### config.mk
export PLATFORM = sky130hd
export DESIGN_NAME = fll_ctrl_flat
export DESIGN_NICKNAME = d
export VERILOG_FILES = /design/src/rtl/fll_if.sv /design/src/rtl/fll_ctrl.sv /design/src/flat_wrapper.sv
export SDC_FILE = /design/constraint.sdc
export NUM_CORES = 1
export LEC_CHECK = 0
export BUFFER_PORTS_ARGS = -buffer_cell sky130_fd_sc_hd__buf_2
export CAP_MARGIN = 20
export CORE_MARGIN = 4
export CORE_UTILIZATION = 35
export DETAILED_ROUTE_END_ITERATION = 16
export HOLD_SLACK_MARGIN = 0.02
export RECOVER_POWER = 50
export SYNTH_ARGS = -nofsm -noshare
export SYNTH_HDL_FRONTEND = slang
export SYNTH_SLANG_ARGS = --single-unit
### constraint.sdc
create_clock -name clk_i -period 5.15 [get_ports clk_i]
set_input_delay 1.03 -clock clk_i [delete_from_list [all_inputs] [get_ports clk_i]]
set_output_delay 1.03 -clock clk_i [all_outputs]
set_load 0.02 [all_outputs]
### src/rtl/fll_if.sv
// rtl/fll_if.sv - control/status bundle between an FLL supervisor and fll_ctrl
interface fll_if #(
  parameter int NW   = 8,
  parameter int CNTW = 8,
  parameter int CW   = 12
);
  logic            en_i;
  logic            hold_i;
  logic [NW-1:0]   num_i;
  logic [CNTW-1:0] tgt_i;
  logic            fbk_i;
  logic [CW-1:0]   ctl_o;
  logic [CNTW:0]   err_o;
  logic            upd_o;
  logic            lock_o;
  logic            sat_o;
  logic [1:0]      sts_o;

  modport master (
    output en_i, hold_i, num_i, tgt_i, fbk_i,
    input  ctl_o, err_o, upd_o, lock_o, sat_o, sts_o
  );

  modport slave (
    input  en_i, hold_i, num_i, tgt_i, fbk_i,
    output ctl_o, err_o, upd_o, lock_o, sat_o, sts_o
  );
endinterface

### src/rtl/fll_ctrl.sv
// rtl/fll_ctrl.sv - windowed frequency-locked-loop controller with adaptive gain and lock detect
module fll_ctrl #(
  parameter int NW       = 8,
  parameter int CNTW     = 8,
  parameter int CW       = 12,
  parameter int CTL_INIT = 2048,
  parameter int GS_MAX   = 6,
  parameter int GS_MIN   = 0,
  parameter int LOCK_TOL = 1,
  parameter int LOCK_N   = 4
) (
  input logic clk_i,
  input logic rst_i,
  fll_if.slave bus
);

  localparam int EW  = CNTW + 1;
  localparam int SHW = (GS_MAX > 0) ? $clog2(GS_MAX + 1) : 1;
  localparam int RW  = (LOCK_N > 0) ? $clog2(LOCK_N + 1) : 1;
  // Wide enough for ctl plus the largest shifted error, with a sign bit and an overflow bit.
  localparam int SW  = ((CW > EW + GS_MAX) ? CW : EW + GS_MAX) + 2;

  typedef enum logic [1:0] {
    S_IDLE  = 2'd0,
    S_ACQ   = 2'd1,
    S_TRACK = 2'd2,
    S_HOLD  = 2'd3
  } state_t;

  state_t          state, state_nx;
  logic [NW-1:0]   wcnt, wcnt_nx;
  logic [CNTW-1:0] cnt, cnt_nx;
  logic [RW-1:0]   run, run_nx;
  logic [SHW-1:0]  sh, sh_nx;
  logic            prev_v, prev_v_nx;
  logic            prev_neg, prev_neg_nx;
  logic [CW-1:0]   ctl, ctl_nx;
  logic [EW-1:0]   err, err_nx;
  logic            upd, upd_nx;
  logic            lock, lock_nx;
  logic            sat, sat_nx;

  logic            wnd_end;
  logic [CNTW:0]   cnt_inc;
  logic [CNTW-1:0] meas;
  logic [EW-1:0]   err_w;
  logic [EW-1:0]   err_abs;
  logic            in_tol;
  logic [SW-1:0]   step;
  logic [SW-1:0]   sum_w;
  logic [CW-1:0]   clip_v;
  logic            clip_s;
  logic [RW-1:0]   run_inc;

  // Window measurement, error, gain-scaled step and clipped control word candidate.
  always_comb begin
    wnd_end = (wcnt >= bus.num_i);
    cnt_inc = {1'b0, cnt} + {{CNTW{1'b0}}, bus.fbk_i};
    meas    = cnt_inc[CNTW] ? {CNTW{1'b1}} : cnt_inc[CNTW-1:0];
    err_w   = {1'b0, bus.tgt_i} - {1'b0, meas};
    err_abs = err_w[EW-1] ? (~err_w + EW'(1)) : err_w;
    in_tol  = (int'(err_abs) <= LOCK_TOL);
    step    = $signed({{(SW-EW){err_w[EW-1]}}, err_w}) <<< sh;
    sum_w   = {{(SW-CW){1'b0}}, ctl} + step;
    clip_v  = sum_w[CW-1:0];
    clip_s  = 1'b0;
    if (sum_w[SW-1]) begin
      clip_v = '0;
      clip_s = 1'b1;
    end else if (|sum_w[SW-2:CW]) begin
      clip_v = '1;
      clip_s = 1'b1;
    end
    run_inc = (run == RW'(LOCK_N)) ? run : run + RW'(1);
  end

  // Next-state logic: window bookkeeping, loop update, gain adaptation, lock and mode changes.
  always_comb begin
    state_nx    = state;
    wcnt_nx     = wcnt;
    cnt_nx      = cnt;
    run_nx      = run;
    sh_nx       = sh;
    prev_v_nx   = prev_v;
    prev_neg_nx = prev_neg;
    ctl_nx      = ctl;
    err_nx      = err;
    upd_nx      = 1'b0;
    lock_nx     = lock;
    sat_nx      = sat;

    if (!bus.en_i) begin
      state_nx  = S_IDLE;
      wcnt_nx   = '0;
      cnt_nx    = '0;
      run_nx    = '0;
      lock_nx   = 1'b0;
      sh_nx     = SHW'(GS_MAX);
      prev_v_nx = 1'b0;
    end else if (state == S_IDLE) begin
      state_nx = S_ACQ;
    end else begin
      if (wnd_end) begin
        wcnt_nx = '0;
        cnt_nx  = '0;
        err_nx  = err_w;
        upd_nx  = 1'b1;
        if (state == S_HOLD) begin
          sat_nx = 1'b0;
        end else begin
          ctl_nx = clip_v;
          sat_nx = clip_s;
        end
        if (in_tol) begin
          run_nx = run_inc;
          if (run_inc == RW'(LOCK_N)) lock_nx = 1'b1;
        end else begin
          run_nx  = '0;
          lock_nx = 1'b0;
        end
        if (state == S_ACQ) begin
          // Halve the gain each time the error changes sign; zero error is ignored.
          if (err_w != '0) begin
            if (prev_v && (err_w[EW-1] != prev_neg))
              sh_nx = (sh > SHW'(GS_MIN)) ? sh - SHW'(1) : SHW'(GS_MIN);
            prev_v_nx   = 1'b1;
            prev_neg_nx = err_w[EW-1];
          end
          if (lock_nx) begin
            state_nx = S_TRACK;
            sh_nx    = SHW'(GS_MIN);
          end
        end else if (state == S_TRACK) begin
          if (!lock_nx) begin
            state_nx  = S_ACQ;
            sh_nx     = SHW'(GS_MAX);
            prev_v_nx = 1'b0;
          end
        end
      end else begin
        wcnt_nx = wcnt + NW'(1);
        cnt_nx  = meas;
      end

      // Hold entry/exit acts on any cycle; an end-cycle update above is still kept.
      if (state == S_HOLD) begin
        if (!bus.hold_i) begin
          state_nx  = lock_nx ? S_TRACK : S_ACQ;
          sh_nx     = lock_nx ? SHW'(GS_MIN) : SHW'(GS_MAX);
          prev_v_nx = 1'b0;
        end
      end else if (bus.hold_i) begin
        state_nx = S_HOLD;
      end
    end
  end

  // State register with asynchronous active-high reset.
  always_ff @(posedge clk_i or posedge rst_i) begin
    if (rst_i) begin
      state    <= S_IDLE;
      wcnt     <= '0;
      cnt      <= '0;
      run      <= '0;
      sh       <= SHW'(GS_MAX);
      prev_v   <= 1'b0;
      prev_neg <= 1'b0;
      ctl      <= CW'(CTL_INIT);
      err      <= '0;
      upd      <= 1'b0;
      lock     <= 1'b0;
      sat      <= 1'b0;
    end else begin
      state    <= state_nx;
      wcnt     <= wcnt_nx;
      cnt      <= cnt_nx;
      run      <= run_nx;
      sh       <= sh_nx;
      prev_v   <= prev_v_nx;
      prev_neg <= prev_neg_nx;
      ctl      <= ctl_nx;
      err      <= err_nx;
      upd      <= upd_nx;
      lock     <= lock_nx;
      sat      <= sat_nx;
    end
  end

  assign bus.ctl_o  = ctl;
  assign bus.err_o  = err;
  assign bus.upd_o  = upd;
  assign bus.lock_o = lock;
  assign bus.sat_o  = sat;
  assign bus.sts_o  = state;

endmodule

### src/flat_wrapper.sv
// flat-port wrapper written by rule: the top's interface ports become plain ports
module fll_ctrl_flat 
#(
  parameter int NW       = 8,
  parameter int CNTW     = 8,
  parameter int CW       = 12,
  parameter int CTL_INIT = 2048,
  parameter int GS_MAX   = 6,
  parameter int GS_MIN   = 0,
  parameter int LOCK_TOL = 1,
  parameter int LOCK_N   = 4
)
  (clk_i, rst_i, bus_en_i, bus_hold_i, bus_num_i, bus_tgt_i, bus_fbk_i, bus_ctl_o, bus_err_o, bus_upd_o, bus_lock_o, bus_sat_o, bus_sts_o);
  fll_if #(.NW(NW), .CNTW(CNTW), .CW(CW)) bus_i ();
  input logic clk_i;
  input logic rst_i;
  input wire logic [$bits(bus_i.en_i)-1:0] bus_en_i;
  input wire logic [$bits(bus_i.hold_i)-1:0] bus_hold_i;
  input wire logic [$bits(bus_i.num_i)-1:0] bus_num_i;
  input wire logic [$bits(bus_i.tgt_i)-1:0] bus_tgt_i;
  input wire logic [$bits(bus_i.fbk_i)-1:0] bus_fbk_i;
  output wire logic [$bits(bus_i.ctl_o)-1:0] bus_ctl_o;
  output wire logic [$bits(bus_i.err_o)-1:0] bus_err_o;
  output wire logic [$bits(bus_i.upd_o)-1:0] bus_upd_o;
  output wire logic [$bits(bus_i.lock_o)-1:0] bus_lock_o;
  output wire logic [$bits(bus_i.sat_o)-1:0] bus_sat_o;
  output wire logic [$bits(bus_i.sts_o)-1:0] bus_sts_o;
  assign bus_i.en_i = bus_en_i;
  assign bus_i.hold_i = bus_hold_i;
  assign bus_i.num_i = bus_num_i;
  assign bus_i.tgt_i = bus_tgt_i;
  assign bus_i.fbk_i = bus_fbk_i;
  assign bus_ctl_o = bus_i.ctl_o;
  assign bus_err_o = bus_i.err_o;
  assign bus_upd_o = bus_i.upd_o;
  assign bus_lock_o = bus_i.lock_o;
  assign bus_sat_o = bus_i.sat_o;
  assign bus_sts_o = bus_i.sts_o;
  fll_ctrl #(.NW(NW), .CNTW(CNTW), .CW(CW), .CTL_INIT(CTL_INIT), .GS_MAX(GS_MAX), .GS_MIN(GS_MIN), .LOCK_TOL(LOCK_TOL), .LOCK_N(LOCK_N)) u_core (.clk_i(clk_i), .rst_i(rst_i), .bus(bus_i));
endmodule
# After elaboration in Yosys (flattened, before gate mapping)
# Cells that the tools add are included.
# totals
out_inout_bits	26
input_bits	21
wordCells	106
regBits	50
# classes
n_mux	64
n_reduce_logical	8
n_eq_ne	8
n_bitwise	3
n_addsub	7
magnitude_cmp	3
n_shift	1
# op_table
cell	n
two-way mux 8 bit	7
two-way mux 3 bit	18
two-way mux 1 bit	25
two-way mux 12 bit	2
two-way mux 2 bit	11
adder 12 x 17 -> 17 bit	1
<<< shifter 9 x 3 -> 17 bit	1
adder 8 x 1 -> 9 bit	1
adder 9 x 1 -> 9 bit (second input constant)	1
less-or-equal comparator 9 x 1 -> 1 bit (second input constant)	1
two-way mux 9 bit	1
NOT 9 bit	1
nonzero test 9 bit	1
subtractor 8 x 8 -> 9 bit	1
adder 8 x 1 -> 8 bit (second input constant)	1
greater-or-equal comparator 8 bit	1
equality test 3 bit (second input constant)	2
AND reduction 5 bit	1
equality test 2 bit (second input constant)	2
AND reduction 4 bit	1
OR reduction 4 bit	1
adder 3 x 1 -> 3 bit (second input constant)	1
> comparator 3 x 1 -> 1 bit (second input constant)	1
AND reduction 3 bit	1
9 further kinds	10

# Logic depth before layout (Yosys ltp)
# Gate-level depths: netlist of run 1.
# depth
word_depth	19
depth_mapped	28
mapped_depth_nobuf	26

# Worst setup path after synthesis of run 1
# No wires, ideal clock.
# synth_timing
kind	input to register
startpoint	in bus_fbk_i
endpoint	reg u_core.ctl[10] (netlist: u_core.bus.ctl_o[10])
path_stages	25
path_slack_ns	-0.944
setup_ns	0.154
arrival_ns	5.940
n_path_buf	1
path_cell_list	ha_1 -> ha_1 -> and3_1 -> nand2_1 -> nor2_1 -> or2_2 -> ha_1 -> fa_1 -> nand2b_1 -> o2bb2ai_1 -> xnor2_1 -> mux2i_1 -> nor2_1 -> nor2_1 -> mux2_2 -> ha_1 -> or3_1 -> o221ai_1 -> a21oi_1 -> a31oi_1 -> a221oi_1 -> or4b_4 -> a21oi_4 -> buf_8 -> a311oi_2
# synth_between
elab_chain_len	8
# synth_rtl
element	line	source
start, declared	flat_wrapper.sv:21	input wire logic [$bits(bus_i.fbk_i)-1:0] bus_fbk_i;
adder 8 x 1 -> 9 bit (*)	fll_ctrl.sv:58	cnt_inc = {1'b0, cnt} + {{CNTW{1'b0}}, bus.fbk_i};
two-way mux 8 bit (*)	fll_ctrl.sv:59	meas = cnt_inc[CNTW] ? {CNTW{1'b1}} : cnt_inc[CNTW-1:0];
subtractor 8 x 8 -> 9 bit (*)	fll_ctrl.sv:60	err_w = {1'b0, bus.tgt_i} - {1'b0, meas};
<<< shifter 9 x 3 -> 17 bit (*)	fll_ctrl.sv:63	step = $signed({{(SW-EW){err_w[EW-1]}}, err_w}) <<< sh;
adder 12 x 17 -> 17 bit (*)	fll_ctrl.sv:64	sum_w = {{(SW-CW){1'b0}}, ctl} + step;
OR reduction 4 bit	fll_ctrl.sv:70	end else if (|sum_w[SW-2:CW]) begin
two-way mux 12 bit	fll_ctrl.sv:70	
two-way mux 12 bit (*)	fll_ctrl.sv:67	if (sum_w[SW-1]) begin
end signal, assigned	fll_ctrl.sv:168	ctl <= CW'(CTL_INIT);
end signal, assigned	fll_ctrl.sv:181	ctl <= ctl_nx;
end, declared	fll_ctrl.sv:37	logic [CW-1:0] ctl, ctl_nx;
# Every way passes the cells marked *; elsewhere a longest branch is shown, timed or not.
# A chain may end at the register's enable or synchronous reset.

# Worst setup path in the final report of run 1
# Ends and elaborated chain as after synthesis.

==> metrics.cfg, run 1 <==
[timing]
setup_tns_ns = -6.57
fin_crit_ns = 5.68
rsz0062_at_grt = true
hold_viol_final = 0
worst_slew_pin_slew_ns = 1.88
slew_violations = 35
whs_ns = 0.479
finClkSkew_ns = 0.0128
max-slew-margin-rel = -0.257
setup_slack_ns = -0.531
setup_viol = 13
finalCritPeriodShare = 1.10
clock.fmax_mhz = 176

[placed_design]
dp_slack_ns = -1.04
place.gp.congestion = 0.910
post-dp-hpwl_um = 9510
port_buffers = 46

[detailed_routing]
drt_iter0_drc = 306
wl_per_cell_um = 15.2
num_vias = 4379
drt_first_pass_iters = 5
drcViolationCount = 0
final_antenna_net_count = 0
viasPerCell = 5.35
drt_wl_total_um = 12400

[worst_setup_path]
r2r_setup_slack_ns = -0.17
crit_path_start_kind = input pin
cp_max_fo = 6
reg2reg_depth = 28
cp_data_required_time_ns = 5.27
path_class = in2reg
critPathMaxStageDelay_ns = 0.51
r2r_end = u_core.bus.ctl_o[10]$_DFFE_PP0P_
cp-end-kind = register
critPathSlowestCell = or4b_4
cp.arrival_ns = 5.80
r2r_start = u_core.cnt[0]$_DFFE_PP0P_

[global_route]
grt_pass1_vias = 4223
grt_pass1_wl_um = 20800
antenna_found_initial = 0
grt.total_usage = 0.175
grt-ovfl-total = 0
grt_max_degree = 35

[synthesis]
yosys_warnings = 0
synth_area_sq_um = 4410
async_flop_share = 1.00
synth_seq_cells = 50
synth_cell_type_count = 77
synth_cells = 518
ys.flop_type = dfrtp_1
seq_area_frac_synth = 0.285
syn_nets = 581
synth_area_per_cell_sq_um = 8.51
synth_edf_count = 0

[status]
violations = max-capacitance violations, max-slew violations, negative setup slack
outcome = finished, violations left

[clock_network]
cts_sinks = 50
cts_hold_buffers = 0
clk_path_buf_depth = 2
clkTransAtPathRegs_ns = 0.07
cts_tree = yes
root_buffer = clkbuf_16
clk_latency_ns = 0.30
cts_buffers = 5
htreeDepth = 2

[final_layout]
nNetsFinal = 712
area_growth_pct = 32.9
fin_util = 0.481
antenna_cells = 0
drive_above_1_share = 0.329

[die]
fp.dieH_um = 120
start_util = 0.362
core_area_sq_um = 12200
fp.dieW_um = 120
dieArea_sq_um = 14500
rows = 40
io_pins = 47

[min_path]
hold_class = reg2reg
min_path_cells = 2
min_to = u_core.bus.err_o[8]$_DFFE_PP0P_
hold_start = u_core.bus.err_o[8]$_DFFE_PP0P_

[power]
total_power_uw = 1270
vdd_drop_max_mv = 0.124
p_leak_uw = 0.00277
p_per_area_nw_per_um2 = 216

[job]
max-cap-violations = 1

==> critical path, delay by kind of cell <==
family / cells / cell delay (ns)
AOI/OAI and AO/OA: 12 / 1.77
adders and majority gates: 5 / 1.15
buffers and inverters: 3 / 0.40
muxes: 1 / 0.13
and+or+nand+nor: 8 / 1.33
==> through the flow <==
step	cell area, sq um	instances
2_1_floorplan	4520	518
3_3_place_gp	5440	790
3_5_place_dp	5460	791
4_1_cts	5840	815
5_1_grt	5860	818
6_report	5860	818
==> routing by layer <==
| metal | vias up | wire [um] | global-route usage |
|---|---|---|---|
| met3 | 9 | 515 | 0.0253 |
| met5 | - | 0 | 0 |
| met2 | 97 | 5800 | 0.288 |
| li1 | 2154 | - | - |
| met1 | 2119 | 5940 | 0.237 |
| met4 | 0 | 167 | 0.0538 |
==> layout make-up <==
cell class	count	area, sq um
Fill cell	1159	6310
Multi-Input combinational cell	420	3160
Sequential cell	50	1250
Timing Repair Buffer	142	957
Tap cell	168	210
Inverter	30	126
Clock buffer	5	125
Clock inverter	3	21.3
==> cells in the final DEF (no fill, tap or decap), drive strengths merged, types with 9 or more instances in the layout <==
cell	count
nand2b	9
nand3	12
xnor2	10
a21oi	33
nor3	14
buf	135
clkbuf	12
nor2	50
ha	40
mux2i	14
a311oi	16
a21o	11
xor2	10
dfrtp	47
nand2	57
o21ai	46
inv	29
==> worst max path at each step <==
stage              start                          endpoint  slack [ns]  cells past startpoint
2_1_floorplan  bus_fbk_i  u_core.bus.ctl_o[10]$_DFFE_PP0P_       -0.47                     28
3_3_place_gp   bus_fbk_i   u_core.bus.ctl_o[3]$_DFFE_PP0P_       -0.93                     29
3_5_place_dp   bus_fbk_i   u_core.bus.ctl_o[1]$_DFFE_PP0P_       -1.04                     27
4_1_cts        bus_fbk_i  u_core.bus.ctl_o[10]$_DFFE_PP0P_       -0.52                     30
5_1_grt        bus_fbk_i   u_core.bus.ctl_o[3]$_DFFE_PP0P_       -0.75                     29
6_report       bus_fbk_i  u_core.bus.ctl_o[10]$_DFFE_PP0P_       -0.53                     29
==> flip-flops by register name, summed over array words and instances (netlist names) <==
name               cells
u_core.bus.sts_o       2
u_core.sh              3
u_core.wcnt            8
u_core.prev_v          1
u_core.run             3
u_core.bus.lock_o      1
u_core.prev_neg        1
u_core.bus.sat_o       1
u_core.bus.ctl_o      12
u_core.bus.upd_o       1
u_core.bus.err_o       9
u_core.cnt             8
==> logic make-up (layout without fill, tap and decap cells) <==
| logic type | count (synthesis) | after routing | share of synthesized area |
|---|---|---|---|
| adders and majority gates | 42 | 42 | 0.123 |
| buffers and inverters | 48 | 180 | 0.0511 |
| AOI/OAI and AO/OA | 161 | 161 | 0.268 |
| DFF | 50 | 50 | 0.285 |
| xor gates and xnor gates | 20 | 20 | 0.0415 |
| and+or+nand+nor | 181 | 181 | 0.195 |
| muxes | 16 | 16 | 0.0369 |
==> power breakdown <==
group / switching, uW / internal [uW]
sequential: 23.4 / 416
clock: 156 / 180
combinational: 263 / 228
total: 443 / 825
==> repair_timing <==
action | 4_1_cts | 5_1_grt
setup buffers | 15 | 6
setup endpoints to repair | 13 | 13
gates resized for setup | 20 | 10
cloned | 1 | 0
pin swaps | 22 | 24
==> cells in the mapped netlist, types with 3 or more instances <==
master    number  area [sq um]
nand3_1       12          60.1
nor2_1        50           188
o31ai_1        6          45.0
a211oi_1       3          22.5
clkbuf_1      11          41.3
xnor2_1        9          78.8
o21a_1         7          52.6
a311oi_2       9           135
dfstp_2        3          78.8
nor3_1        14          70.1
a21oi_2        4          35.0
mux2i_1       14           140
xor2_1        10          87.6
or3_1          3          18.8
a21oi_1       28           140
dfrtp_1       47          1180
a311oi_1       7          61.3
nand2b_1       9          56.3
nand4_1        6          37.5
o21ai_0       40           200
and2_1         3          18.8
a21o_1        11          82.6
nand2_1       56           210
and3_1         6          37.5
o21ai_1        4          20.0
a31oi_1        6          37.5
nor2b_1        8          50.1
inv_1         29           109
ha_1          40           500
(Power assumes the default switching activity.)
==> run 2, diff against run 1 <==
- ABC_AREA: default -> 1
- CTS_CLUSTER_DIAMETER: default -> 200
==> run 2 against run 1 <==
  * Non-clock buffer count increased by 4
  * Largest cell class unchanged
  * Clock skew shrank 0.0076 ns
  * Die area rose by 2.9%
  * Core utilization grew 0.61 points
  * The run still ends with max-capacitance violations, max-slew violations, negative setup slack left
  * Sequential share of layout area decreased by 1.1 points
  * Register-to-register slack improved by 0.46 ns
  * Total power increased by 30%
==> metrics.cfg, run 2 <==
[synthesis]
synth_area_per_cell_sq_um = 6.81  ; -20%
synth_seq_cells = 50  ; unchanged
yosys_warnings = 0  ; unchanged
synth_cells = 667  ; +29%
synth_cell_type_count = 44  ; -43%
yosysMostFrequentCell = nand2_1
async_flop_share = 1.00  ; unchanged
ys.flop_type = dfrtp_1
syn_nets = 730  ; +26%
yosys-top-cells-count = nand2_1, inv_1, nand3_1
synth_top_area_cell = dfrtp_1
synth_area_leaders = dfrtp_1, nand2_1, ha_1
synth.top_cell.area_share = 0.259  ; -0.00794
seq_area_frac_synth = 0.276  ; -0.00847
synth_area_sq_um = 4540  ; +3.1%
synth_edf_count = 0  ; unchanged

[final_layout]
stdcell_count = 978  ; +20%
area_growth_pct = 36.0
antenna_cells = 0  ; unchanged
regArea_sq_um = 1250  ; unchanged
final_cell_mix = nand2_1, buf_4, inv_1
drive_above_1_share = 0.304  ; -0.0253
nNetsFinal = 868  ; +22%
n_fill_cell = 1239  ; +6.9%
fin_util = 0.488  ; +0.00613
multi_input_area_sq_um = 3180  ; +0.63%
final_common_cell = nand2_1
largest_reg_flops = 12  ; unchanged

[clock_network]
htreeDepth = 2  ; unchanged
cts_sinks = 50  ; unchanged
clk_latency_ns = 0.30  ; about the same
clkTransAtPathRegs_ns = 0.07  ; about the same
cts_hold_buffers = 0  ; unchanged
clk_path_buf_depth = 2  ; unchanged
cts_buffers = 5  ; unchanged
cts_tree = yes
root_buffer = clkbuf_16

[detailed_routing]
num_vias = 4734  ; +8.1%
drt_first_pass_iters = 7  ; +2
wl_per_cell_um = 12.9  ; -15%
viasPerCell = 4.84  ; -9.6%
drcViolationCount = 0  ; unchanged
drt_wl_total_um = 12600  ; +1.7%
drt_iter0_drc = 231  ; -25%
final_antenna_net_count = 0  ; unchanged

[worst_setup_path]
cp_max_fo = 6  ; unchanged
path_class = in2reg
crit_path_start_kind = input pin
crit_path_frequent_cell = nand2_1
cp.arrival_ns = 5.43  ; -0.37 ns
critPathMaxStageDelay_ns = 0.37  ; -0.14 ns
critPathSlowestCell = fa_2
cp_data_required_time_ns = 5.33  ; +0.06 ns
cp-end-kind = register

[status]
outcome = finished, violations left
violations = max-capacitance violations, max-slew violations, negative setup slack

[job]
max-cap-violations = 1  ; unchanged

[power]
clkPwrFrac = 0.238  ; -0.028
p_per_area_nw_per_um2 = 266  ; +23%
power.internal_uw = 1010  ; +22%
combPwrFrac = 0.468  ; +0.080
p_leak_uw = 0.00323  ; +17%
vdd_drop_max_mv = 0.208  ; +67%
p_switching_uw = 635  ; +43%
p_seq_frac = 0.294  ; -0.053
swShare = 0.386  ; +0.0370

[timing]
clock.fmax_mhz = 191  ; +8.4%
worst_slew_pin_slew_ns = 2.05  ; +0.167 ns
rsz0062_at_grt = true
setup_slack_ns = -0.0919  ; +0.439 ns
finalCritPeriodShare = 1.02  ; -0.0852
hold_viol_final = 0  ; unchanged
setup_viol = 13  ; unchanged
finClkSkew_ns = 0.00521  ; -0.00760 ns
fin_crit_ns = 5.24  ; -0.439 ns
slew_violations = 38  ; +8.6%
max-slew-margin-rel = -0.368  ; -0.111

[placed_design]
place.gp.congestion = 0.862  ; -5.2%
numPlacedInstances = 943  ; +19%
post-dp-hpwl_um = 9320  ; -2.1%
port_buffers = 46  ; unchanged

[die]
start_util = 0.358  ; -0.00390
dieArea_sq_um = 14900  ; +2.9%
fp.dieH_um = 122  ; +1.4%
fp.dieW_um = 122  ; +1.4%
core_area_sq_um = 12700  ; +4.2%
rows = 41  ; +2.5%
io_pins = 47  ; unchanged

[global_route]
antenna_found_initial = 0  ; unchanged
grt_max_degree = 51  ; +46%
grt_pass1_vias = 4658  ; +10%
grt-ovfl-total = 0  ; unchanged
grt.total_usage = 0.174  ; -0.000416
grt_pass1_wl_um = 21400  ; +2.8%

[min_path]
hold_class = reg2reg

## run 2: cell types whose count changed after synthesis, sizes merged, moves of 9 or more
cell,change
nand3,+51
inv,+69
nand2b,-9
nor3,-9
o22ai,+9
nand2,+151
a311oi,-16
mux2i,-10
a21o,-11
## run 2: power groups by stage
stage               registers, uW  logic, uW  clock network (uW)
floorplan                     524        367                   0
global placement              486        640                   0
detailed placement            488        655                   0
CTS                           482        720                 404
global route                  490        850                 418
finish                        483        769                 392
## run 2: final cells by class
class / count / area share
Tap cell: 172 / 0.0348
Inverter: 98 / 0.0595
Clock buffer: 5 / 0.0203
Timing Repair Buffer: 146 / 0.160
Clock inverter: 3 / 0.00770
Multi-Input combinational cell: 504 / 0.515
Sequential cell: 50 / 0.203
## run 2: logic make-up after synthesis
logic type,Yosys count,share of synthesized area
multiplexers,4,0.00882
AND/OR/NAND/NOR,339,0.330
XOR/XNOR,17,0.0328
buffers and inverters,114,0.102
AO/OA/AOI/OAI,101,0.131
adder cells (fa/ha/maj),42,0.119
flip-flops,50,0.276
## run 2: path summary, 6_finish.rpt
path | slack, ns | to | cells after the start | start
max in group asynchronous | 2.07 | u_core.bus.ctl_o[8]$_DFFE_PP0P_ | 3 | rst_i
worst min-delay path | 0.49 | u_core.bus.err_o[0]$_DFFE_PP0P_ | 2 | u_core.bus.err_o[0]$_DFFE_PP0P_
min in group asynchronous | 0.77 | u_core.wcnt[3]$_DFFE_PP0P_ | 2 | rst_i
worst max register to register | 0.29 | u_core.bus.ctl_o[0]$_DFFE_PP0P_ | 38 | u_core.cnt[0]$_DFFE_PP0P_
worst max-delay path | -0.09 | u_core.bus.ctl_o[0]$_DFFE_PP0P_ | 39 | bus_fbk_i
worst min register to register | 0.49 | u_core.bus.err_o[0]$_DFFE_PP0P_ | 2 | u_core.bus.err_o[0]$_DFFE_PP0P_
## run 2: what timing repair did
item | 4_1_cts | 5_1_grt
cloned | 1 | 1
gates resized for setup | 37 | 47
pin swaps | 20 | 34
setup buffers | 15 | 11
endpoints found under the setup margin | 13 | 13
## run 2: worst max-delay path, delay by kind of cell
kind                     cells  cell delay [ns]
AND/OR/NAND/NOR             20             1.69
AO/OA/AOI/OAI                5             0.55
multiplexers                 2             0.31
buffers and inverters        7             0.66
adder cells (fa/ha/maj)      5             1.19
## run 2: through the flow
step	hold slack, ns	cell area (sq um)	power, uW	setup slack [ns]	setup TNS (ns)
final	0.490	6180	1640	-0.0919	-0.694
after global routing	0.518	6180	1760	-0.408	-4.85
after CTS	0.493	5920	1610	0.00243	0
after detailed placement	0.476	5490	1140	-0.470	-5.70
after global placement	0.468	5490	1130	-0.398	-4.90
after floorplan	0.457	4570	892	0.00489	0
## run 2: routing by layer
layer / part of all wire / vias to the layer above / track usage
met4: 0.020 / 0 / 0.0546
met2: 0.52 / 86 / 0.319
met5: 0 / - / 0
met3: 0.028 / 17 / 0.0209
li1: - / 2430 / -
met1: 0.43 / 2201 / 0.212
